**src/rtl/spi_resp_regfile.sv**
```systemverilog
// spi_resp_regfile: 3-wire SPI responder with a 16 x 16-bit register bank.
// All SPI inputs are oversampled in the ACLK domain. A frame is 24 bits:
// R/W, 7-bit address, 16-bit data.
// Optional feature macro: SPI_RESP_WRCNT_EN. When it is defined, address
// 0x0E becomes a read-only counter of committed writes.
module spi_resp_regfile #(
  parameter logic [15:0] ID_VALUE    = 16'hA5C3,
  parameter int          SYNC_STAGES = 2
) (
  input  logic        ACLK,
  input  logic        ARESET,
  input  logic        spi_sck,
  input  logic        spi_csn,
  input  logic        spi_d_i,
  output logic        spi_d_o,
  output logic        spi_d_oe,
  output logic        wr_strobe,
  output logic [3:0]  wr_addr,
  output logic [15:0] wr_data,
  output logic        frame_err
);

  typedef enum logic [2:0] {
    ST_IDLE  = 3'd0,
    ST_CMD   = 3'd1,
    ST_WDATA = 3'd2,
    ST_RDATA = 3'd3,
    ST_DONE  = 3'd4
  } state_t;

  // Writes land only in the 16-entry bank, never on the ID register
  // (and never on the write counter when that is enabled).
  function automatic logic addr_writable(input logic [6:0] a);
    logic ok;
    ok = 1'b0;
    if (a[6:4] != 3'b000) begin
      ok = 1'b0;
    end else if (a[3:0] == 4'hF) begin
      ok = 1'b0;
`ifdef SPI_RESP_WRCNT_EN
    end else if (a[3:0] == 4'hE) begin
      ok = 1'b0;
`endif
    end else begin
      ok = 1'b1;
    end
    return ok;
  endfunction

  // Synchronizers and previous-value flops.
  logic [SYNC_STAGES-1:0] sck_sync_q, sck_sync_d;
  logic [SYNC_STAGES-1:0] csn_sync_q, csn_sync_d;
  logic [SYNC_STAGES-1:0] din_sync_q, din_sync_d;
  logic                   sck_prev_q, sck_prev_d;
  logic                   csn_prev_q, csn_prev_d;

  // Frame state.
  state_t      state_q, state_d;
  logic [5:0]  cnt_q, cnt_d;
  logic [23:0] rx_q, rx_d;
  logic [15:0] rd_shift_q, rd_shift_d;
  logic        rd_active_q, rd_active_d;
  logic        commit_pend_q, commit_pend_d;
  logic        err_pend_q, err_pend_d;
  logic [3:0]  pend_addr_q, pend_addr_d;
  logic [15:0] pend_data_q, pend_data_d;

  // Registered outputs and register bank.
  logic        spi_d_o_q, spi_d_o_d;
  logic        spi_d_oe_q, spi_d_oe_d;
  logic        wr_strobe_q, wr_strobe_d;
  logic [3:0]  wr_addr_q, wr_addr_d;
  logic [15:0] wr_data_q, wr_data_d;
  logic        frame_err_q, frame_err_d;
  logic [15:0] rf_q [16];
  logic [15:0] rf_d [16];

  // Edge detection on the synchronized inputs.
  logic        sck_s, csn_s, din_s;
  logic        cs_rise_s, cs_fall_s, sck_rise_s, sck_fall_s;
  logic [23:0] rx_next_s;
  logic [5:0]  cnt_inc_s;
  logic [15:0] rd_val_s;

  assign sck_s      = sck_sync_q[SYNC_STAGES-1];
  assign csn_s      = csn_sync_q[SYNC_STAGES-1];
  assign din_s      = din_sync_q[SYNC_STAGES-1];
  assign cs_rise_s  = csn_s & ~csn_prev_q;
  assign cs_fall_s  = ~csn_s & csn_prev_q;
  // A CS rise in the same cycle masks any SCK edge.
  assign sck_rise_s = sck_s & ~sck_prev_q & ~cs_rise_s;
  assign sck_fall_s = ~sck_s & sck_prev_q & ~cs_rise_s;
  assign rx_next_s  = {rx_q[22:0], din_s};
  assign cnt_inc_s  = (cnt_q == 6'd63) ? cnt_q : (cnt_q + 6'd1);
  assign rd_val_s   = (rx_next_s[6:4] == 3'b000) ? rf_q[rx_next_s[3:0]] : 16'h0000;

  // Synchronizer shift and previous-value capture.
  always_comb begin
    sck_sync_d = {sck_sync_q[SYNC_STAGES-2:0], spi_sck};
    csn_sync_d = {csn_sync_q[SYNC_STAGES-2:0], spi_csn};
    din_sync_d = {din_sync_q[SYNC_STAGES-2:0], spi_d_i};
    sck_prev_d = sck_s;
    csn_prev_d = csn_s;
  end

  // Frame FSM: edge counting, command decode, shifters and frame evaluation.
  always_comb begin
    state_d       = state_q;
    cnt_d         = cnt_q;
    rx_d          = rx_q;
    rd_shift_d    = rd_shift_q;
    rd_active_d   = rd_active_q;
    commit_pend_d = 1'b0;
    err_pend_d    = 1'b0;
    pend_addr_d   = pend_addr_q;
    pend_data_d   = pend_data_q;
    if (cs_rise_s) begin
      if (state_q != ST_IDLE) begin
        if (cnt_q != 6'd24) begin
          err_pend_d = 1'b1;
        end else if (!rx_q[23] && addr_writable(rx_q[22:16])) begin
          commit_pend_d = 1'b1;
          pend_addr_d   = rx_q[19:16];
          pend_data_d   = rx_q[15:0];
        end else begin
          commit_pend_d = 1'b0;
        end
      end else begin
        err_pend_d = 1'b0;
      end
      state_d     = ST_IDLE;
      rd_active_d = 1'b0;
    end else begin
      case (state_q)
        ST_IDLE: begin
          if (cs_fall_s) begin
            state_d     = ST_CMD;
            cnt_d       = 6'd0;
            rd_active_d = 1'b0;
          end else begin
            state_d = ST_IDLE;
          end
        end
        ST_CMD: begin
          if (sck_rise_s) begin
            rx_d  = rx_next_s;
            cnt_d = cnt_inc_s;
            if (cnt_q == 6'd7) begin
              if (rx_next_s[7]) begin
                state_d    = ST_RDATA;
                rd_shift_d = rd_val_s;
              end else begin
                state_d = ST_WDATA;
              end
            end else begin
              state_d = ST_CMD;
            end
          end else begin
            state_d = ST_CMD;
          end
        end
        ST_WDATA: begin
          if (sck_rise_s) begin
            rx_d  = rx_next_s;
            cnt_d = cnt_inc_s;
            if (cnt_q == 6'd23) begin
              state_d = ST_DONE;
            end else begin
              state_d = ST_WDATA;
            end
          end else begin
            state_d = ST_WDATA;
          end
        end
        ST_RDATA: begin
          if (sck_rise_s) begin
            rx_d  = rx_next_s;
            cnt_d = cnt_inc_s;
            if (cnt_q == 6'd23) begin
              state_d = ST_DONE;
            end else begin
              state_d = ST_RDATA;
            end
          end else if (sck_fall_s) begin
            if (!rd_active_q) begin
              rd_active_d = 1'b1;
            end else begin
              rd_shift_d = {rd_shift_q[14:0], 1'b0};
            end
          end else begin
            state_d = ST_RDATA;
          end
        end
        ST_DONE: begin
          if (sck_rise_s) begin
            cnt_d = cnt_inc_s;
          end else begin
            cnt_d = cnt_q;
          end
        end
        default: begin
          state_d     = ST_IDLE;
          rd_active_d = 1'b0;
        end
      endcase
    end
  end

  // Output stage and register-bank update, one cycle behind the FSM.
  always_comb begin
    spi_d_oe_d  = rd_active_q;
    spi_d_o_d   = rd_active_q & rd_shift_q[15];
    wr_strobe_d = commit_pend_q;
    frame_err_d = err_pend_q;
    wr_addr_d   = wr_addr_q;
    wr_data_d   = wr_data_q;
    rf_d        = rf_q;
    if (commit_pend_q) begin
      wr_addr_d             = pend_addr_q;
      wr_data_d             = pend_data_q;
      rf_d[pend_addr_q]     = pend_data_q;
`ifdef SPI_RESP_WRCNT_EN
      rf_d[14]              = rf_q[14] + 16'd1;
`endif
    end else begin
      wr_addr_d = wr_addr_q;
    end
  end

  // State register for every flop in the block.
  always_ff @(posedge ACLK) begin
    if (ARESET) begin
      sck_sync_q    <= '0;
      csn_sync_q    <= '0;
      din_sync_q    <= '0;
      sck_prev_q    <= 1'b0;
      csn_prev_q    <= 1'b0;
      state_q       <= ST_IDLE;
      cnt_q         <= 6'd0;
      rx_q          <= 24'h000000;
      rd_shift_q    <= 16'h0000;
      rd_active_q   <= 1'b0;
      commit_pend_q <= 1'b0;
      err_pend_q    <= 1'b0;
      pend_addr_q   <= 4'h0;
      pend_data_q   <= 16'h0000;
      spi_d_o_q     <= 1'b0;
      spi_d_oe_q    <= 1'b0;
      wr_strobe_q   <= 1'b0;
      wr_addr_q     <= 4'h0;
      wr_data_q     <= 16'h0000;
      frame_err_q   <= 1'b0;
      for (int i = 0; i < 16; i++) begin
        rf_q[i] <= (i == 15) ? ID_VALUE : 16'h0000;
      end
    end else begin
      sck_sync_q    <= sck_sync_d;
      csn_sync_q    <= csn_sync_d;
      din_sync_q    <= din_sync_d;
      sck_prev_q    <= sck_prev_d;
      csn_prev_q    <= csn_prev_d;
      state_q       <= state_d;
      cnt_q         <= cnt_d;
      rx_q          <= rx_d;
      rd_shift_q    <= rd_shift_d;
      rd_active_q   <= rd_active_d;
      commit_pend_q <= commit_pend_d;
      err_pend_q    <= err_pend_d;
      pend_addr_q   <= pend_addr_d;
      pend_data_q   <= pend_data_d;
      spi_d_o_q     <= spi_d_o_d;
      spi_d_oe_q    <= spi_d_oe_d;
      wr_strobe_q   <= wr_strobe_d;
      wr_addr_q     <= wr_addr_d;
      wr_data_q     <= wr_data_d;
      frame_err_q   <= frame_err_d;
      rf_q          <= rf_d;
    end
  end

  assign spi_d_o   = spi_d_o_q;
  assign spi_d_oe  = spi_d_oe_q;
  assign wr_strobe = wr_strobe_q;
  assign wr_addr   = wr_addr_q;
  assign wr_data   = wr_data_q;
  assign frame_err = frame_err_q;

endmodule

```
**config.mk**
```make
export PLATFORM = sky130hd
export DESIGN_NAME = spi_resp_regfile
export DESIGN_NICKNAME = d
export VERILOG_FILES = /design/src/rtl/spi_resp_regfile.sv
export SDC_FILE = /design/constraint.sdc
export NUM_CORES = 1
export LEC_CHECK = 0
export ABC_AREA = 1
export BUFFER_PORTS_ARGS = -buffer_cell sky130_fd_sc_hd__buf_4
export CELL_PAD_IN_SITES_DETAIL_PLACEMENT = 1
export CELL_PAD_IN_SITES_GLOBAL_PLACEMENT = 1
export CORE_MARGIN = 2
export CORE_UTILIZATION = 45
export CTS_CLUSTER_SIZE = 40
export DETAILED_ROUTE_END_ITERATION = 7
export MAX_ROUTING_LAYER = met4
export PLACE_DENSITY = 0.74
export SLEW_MARGIN = 20
export SYNTH_ARGS = -nofsm -noshare
export SYNTH_HDL_FRONTEND = slang
export SYNTH_SLANG_ARGS = --single-unit
export TNS_END_PERCENT = 100
```
**constraint.sdc**
```tcl
create_clock -name ACLK -period 1.91 [get_ports ACLK]
set_clock_uncertainty 0.2 [all_clocks]
set_input_delay 0.382 -clock ACLK [delete_from_list [all_inputs] [get_ports ACLK]]
set_output_delay 0.382 -clock ACLK [all_outputs]
set_load 0.02 [all_outputs]
```
# [Word level (Yosys, flattened, before mapping)]
# Cells that the tools add are included.
[totals] out_inout_bits=24 reg_bits=360 inputBits=5 wordCells=137
[op_classes] n_eq_ne=19 n_addsub=1 bitwise_logic=18 reduce_logical=21 magnitude_cmp=3 n_mux=39
[op_table] op="$bwmux W256" n=1
[op_table] op="$mux W16" n=10
[op_table] op="$bmux W16 S4" n=1
[op_table] op="$demux W16 S4" n=1
[op_table] op="$pmux W16 S2" n=1
[op_table] op="$mux W3" n=7
[op_table] op="$mux W6" n=3
[op_table] op="$ne A2 B2 Y1 const B" n=8
[op_table] op="$pmux W3 S5" n=1
[op_table] op="$mux W1" n=12
[op_table] op="$pmux W6 S2" n=1
[op_table] op="$ge A5 B5 Y1 const B" n=2
[op_table] op="$not A4 Y5" n=2
[op_table] op="$not A1 Y1" n=9
[op_table] op="$reduce_or A3 Y1" n=3
[op_table] op="$reduce_and A4 Y1" n=2
[op_table] op="$reduce_and A8 Y1" n=1
[op_table] op="$reduce_or A4 Y1" n=2
[op_table] op="$and A1 B1 Y1" n=7
[op_table] op="$add A6 B1 Y6 const B" n=1
[op_table] op="$eq A3 B2 Y1 const B" n=2
[op_table] op="$eq A6 B3 Y1 const B" n=1
[op_table] op="$eq A6 B5 Y1 const B" n=1
[op_table] op="$eq A6 B6 Y1 const B" n=1
[op_table] op="17 further kinds" n=21

# [Logic depth before layout (Yosys ltp)]
[logic_depth] word_depth=9 depth_mapped=12 depth_no_buf=11

# [Worst setup path after synthesis]
# Ideal clock, no wire load.
[synth_timing] path_kind="register to register" startpoint="register cnt_q[0]" endpoint="register rd_shift_q[10]" arrival_ns=1.449 period_less_slack_ns=1.720 setup_time_ns=0.070 required_ns=1.640 stages_incl_launch_ff=10 n_path_buf=0 setup_slack_ns=0.190 path_cell_list="dfxtp_1 -> ha_1 -> nand2_2 -> nor2_1 -> nand2_1 -> nand2_1 -> nand3_2 -> nor3_4 -> nand2_1 -> a21oi_1"
[synth_via] elab_chain_cells=3
[synth_lines] item="start, declared" line="59" source="logic [5:0] cnt_q, cnt_d;"
[synth_lines] item="start signal, assigned" line="263" source="cnt_q <= cnt_d;"
[synth_lines] item="$eq A6 B3 Y1" line="148" source="if (cnt_q == 6'd7) begin"
[synth_lines] item="$ne A2 B2 Y1 (no source line)"
[synth_lines] item="$reduce_and A8 Y1 (no source line)"
[synth_lines] item="end signal, assigned" line="265" source="rd_shift_q <= rd_shift_d;"
[synth_lines] item="end, declared" line="61" source="logic [15:0] rd_shift_q, rd_shift_d;"
# No other way between the ends.
# A chain may end at the register's enable or synchronous reset.

# [Worst setup path after layout]
[layout_timing] startpoint="register din_sync_q[1]" endpoint="register rd_shift_q[0]"
[layout_via] elab_chain_cells=9
[layout_lines] item="start, declared" line="53" source="logic [SYNC_STAGES-1:0] din_sync_q, din_sync_d;"
[layout_lines] item="start signal, assigned" line="259" source="din_sync_q <= din_sync_d;"
[layout_lines] item="$not A4 Y5 (implied by the code)" line="95" source="assign rd_val_s = (rx_next_s[6:4] == 3'b000) ? rf_q[rx_next_s[3:0]] : 16'h0000;"
[layout_lines] item="$bmux W16 S4" line="95"
[layout_lines] item="$mux W16 (implied by the code) (2 in series)" line="95"
[layout_lines] item="$mux W16" line="95"
[layout_lines] item="$mux W16" line="149" source="if (rx_next_s[7]) begin"
[layout_lines] item="$mux W16" line="148"
[layout_lines] item="$mux W16" line="145" source="if (sck_rise_s) begin"
[layout_lines] item="$pmux W16 S2" line="134" source="case (state_q)"
# No other way between the ends. The select of a mux whose other input is x is not followed.

==> impl_metrics.yaml <==
run_status:
  outcome: "complete, no violations"
worst_setup_path:
  ff2ff_path_depth: 9
  critical_path_required_ps: 2140
  endpoint_kind: "flip-flop"
  path_cells: "buf_6 -> buf_12 -> nand2_1 -> o211ai_1 -> nand3_1 -> nand3_1 -> nand2_1 -> nand2_1 -> a21oi_1"
  rrSetupSlack_ps: 100
  crit_path_frequent_cell: "sky130_fd_sc_hd__nand2_1"
  critical-path-slowest-cell: "sky130_fd_sc_hd__dfxtp_4"
  slowest_stage_delay_cp_ps: 360
  timing.critical_path.fanout_max: 20
  critPathArrivalTime_ps: 2050
  worstReg2RegStart: "din_sync_q[1]$_SDFF_PP0_"
  start_kind: "flip-flop"
  worst_r2r_endpoint: "rd_shift_q[0]$_SDFFE_PP0P_"
  critical_path_class: "reg -> reg"
drt:
  route.antenna.remaining_nets: 0
  vias: 15100
  drcViolationCount: 0
  totalWireLength_mm: 52.9
  detail_route.wl_per_cell_um: 19.2
  dr.pass1.iters: 5
  viasPerCell: 5.47
  number_of_violations_reported_at_the_end_of_detailed_routing_iteration_0: 962
logic_synthesis:
  mappedNetlistNets: 2282
  ys_types: 31
  seq_area_frac_synth_pct: 45.6
  post_synth_instance_area_mm2: 0.0158
  ys_warn_count: 0
  netlist.area_leader.share_pct: 45.6
  synth.ff_latch_count: 360
  synth.avg_cell_area_um2: 6.95
  synth_top_area_cell: "sky130_fd_sc_hd__dfxtp_1"
  synth.area.top_cells: "sky130_fd_sc_hd__dfxtp_1, sky130_fd_sc_hd__o21ai_0, sky130_fd_sc_hd__a21oi_1, sky130_fd_sc_hd__nand2_1, sky130_fd_sc_hd__inv_1"
  syn_inst: 2275
min_path:
  hold_path_depth: 3
  hold_class: "in -> reg"
  worstHoldEndpoint: "rf_q[1]$_SDFFE_PP1P_"
  timing.hold.worst.start: "ARESET"
global_routing:
  groute.usage.overall_pct: 29.9
  antenna_violations_before_repair: 0
  grt_first_pass_wirelength_mm: 83.0
  pin_count_of_the_biggest_net_entering_global_routing: 67
  vias_in_the_first_global_route: 15200
  grt_remaining_overflow: 0
sta:
  fin_crit_ps: 1810
  post-route-period-util_pct: 94.9
  layout_setup_ws_ps: 97.8
  hold_viol: 0
  achievable-frequency_ghz: 0.552
  timing.final.max_slew_violations: 0
  setup_viol: 0
  worst_slew_margin_rel_pct: 58.3
  worstMarginPinSlew_ps: 625
cells_and_area:
  nFillCells: 4472
  finalNetCount: 2275
  post-route-util_pct: 53.5
  mostFrequentLayoutCell: "sky130_fd_sc_hd__dfxtp_1"
  most_frequent_cells_in_the_layout: "sky130_fd_sc_hd__dfxtp_1, sky130_fd_sc_hd__nand2_1, sky130_fd_sc_hd__o21ai_0"
  layout.cell_area.non_filler_mm2: 0.0185
  layout-drive-gt1-share_pct: 10.1
  n_antenna_cell: 0
  synthesis_to_finish_area_growth_pct: 16.8
power_and_ir_drop:
  worst_ir_drop_vdd_mv: 0.670
  leakage_nw: 7.50
  p_per_area_mw_per_mm2: 861
clock_network:
  tritoncts_clock_tree: "built"
  clock-sinks: 360
  clk_pin_slew_ps: 60
  cts.root.buffer_cell: "sky130_fd_sc_hd__clkbuf_16"
  worst_skew_pair.late_latency_ps: 560
  cts_max_path_buffers: 3
  htree_levels: 2
  cts_made_buffers: 41
die:
  start_util_pct: 45.8
  num_rows: 68
  die_area_mm2: 0.0366
  num_io_pins: 29
  die-height_um: 191
  fp.coreArea_mm2: 0.0345
  die_x_um: 191
placement:
  dpl_worst_slack_ps: 25.8
  finalWeightedCongestion: 0.831
  post-dp-hpwl_mm: 32.4
  port_buffers: 28
  detailed_place.area_mm2: 0.0170
run:
  maxCapViolations: 0
[worst max-delay path by stage]
stage                                        start                     endpoint  depth (start not counted)
final                     din_sync_q[1]$_SDFF_PP0_   rd_shift_q[0]$_SDFFE_PP0P_                          9
after global routing       state_q[2]$_SDFFE_PP0P_        cnt_q[1]$_SDFFE_PP0P_                          9
after CTS                    cnt_q[0]$_SDFFE_PP0P_   rd_shift_q[6]$_SDFFE_PP0P_                         10
after detailed placement  din_sync_q[1]$_SDFF_PP0_   rd_shift_q[0]$_SDFFE_PP0P_                          9
after global placement    din_sync_q[1]$_SDFF_PP0_   rd_shift_q[1]$_SDFFE_PP0P_                          9
after floorplan              cnt_q[0]$_SDFFE_PP0P_  rd_shift_q[10]$_SDFFE_PP0P_                          9
[routing by layer]
layer | wire, um | GRT usage (%) | vias to the layer above | share of wire [%]
met3 | 2050 | 3.27 | 105 | 3.9
met5 | 0 | - | - | 0
met2 | 25300 | 50.2 | 272 | 48
met4 | 1960 | 11.7 | 0 | 3.7
met1 | 23500 | 36.9 | 7387 | 45
li1 | - | - | 7295 | -
[cell usage after synthesis, drive strengths merged]
cell type and n:
nor2 204, buf 54, o21ai 317, xor2 4
nand3 233, nor3 4, nand2 343, clkinv 3
clkbuf 121, nor4 2, nand4 5, nand3b 1
o31ai 1, inv 318, a211oi 8, ha 2
dfxtp 360, o211ai 22, a21oi 273
[stage by stage]
| stage | power, mW | setup TNS, ps | hold WS (ps) | instances |
|---|---|---|---|---|
| 6_report | 15.9 | 0 | 33.0 | 2753 |
| 4_1_cts | 16.0 | 0 | 15.9 | 2748 |
| 3_3_place_gp | 8.36 | 0 | 205 | 2672 |
| 2_1_floorplan | 8.15 | 0 | 188 | 2275 |
| 5_1_grt | 16.4 | -7.40 | 42.5 | 2753 |
| 3_5_place_dp | 8.38 | 0 | 211 | 2672 |
[cell type report]
class	instances	area, um2	share of cell area (%)
clock inverter	6	58.8	0.318
multi-input combinational	1419	6730	36.4
sequential	360	7220	39.1
clock buffer	67	1230	6.64
inverter	321	1220	6.59
tap	455	569	3.08
timing repair buffer	125	1450	7.84
[report_power, final]
group	internal (mW)	switching (mW)	leakage, nW
registers	7.53	0.0142	2.90
logic	0.239	0.459	3.97
clock network	4.51	3.15	0.629
total	12.3	3.63	7.50
[sequential cells by signal, summed over array words and instances, names as in the netlist]
register	flops
rf_q	256
rx_q	24
pend_data_q	16
rd_shift_q	16
wr_data	16
cnt_q	6
pend_addr_q	4
wr_addr	4
state_q	3
csn_sync_q	2
din_sync_q	2
sck_sync_q	2
commit_pend_q	1
csn_prev_q	1
err_pend_q	1
frame_err	1
rd_active_q	1
sck_prev_q	1
spi_d_o	1
spi_d_oe	1
wr_strobe	1
[worst max-delay path: cells and delay by family (launching register included)]
| kind | cells | cell delay, ps |
|---|---|---|
| AOI/OAI and AO/OA | 2 | 140 |
| buffers and inverters | 2 | 380 |
| DFF | 1 | 360 |
| and+or+nand+nor | 5 | 590 |
[cells by family (layout without fill, tap and decap cells)]
| group | after synthesis | count (layout) | share of synthesized area (%) |
|---|---|---|---|
| XOR/XNOR | 4 | 4 | 0.222 |
| adder cells (fa/ha/maj) | 2 | 2 | 0.158 |
| flip-flops | 360 | 360 | 45.6 |
| AND/OR/NAND/NOR | 792 | 792 | 21.8 |
| AO/OA/AOI/OAI | 621 | 621 | 20.1 |
| buffers and inverters | 496 | 519 | 12.1 |
[what timing repair did]
| action | CTS | global route |
|---|---|---|
| hold buffers | 3 | 0 |
| buffers inserted | 0 | 3 |
| resized for setup | 0 | 26 |
| endpoints found under the hold margin | 3 | 0 |
| setup endpoints to repair | 0 | 131 |
Power figures use the tool's default switching activity.
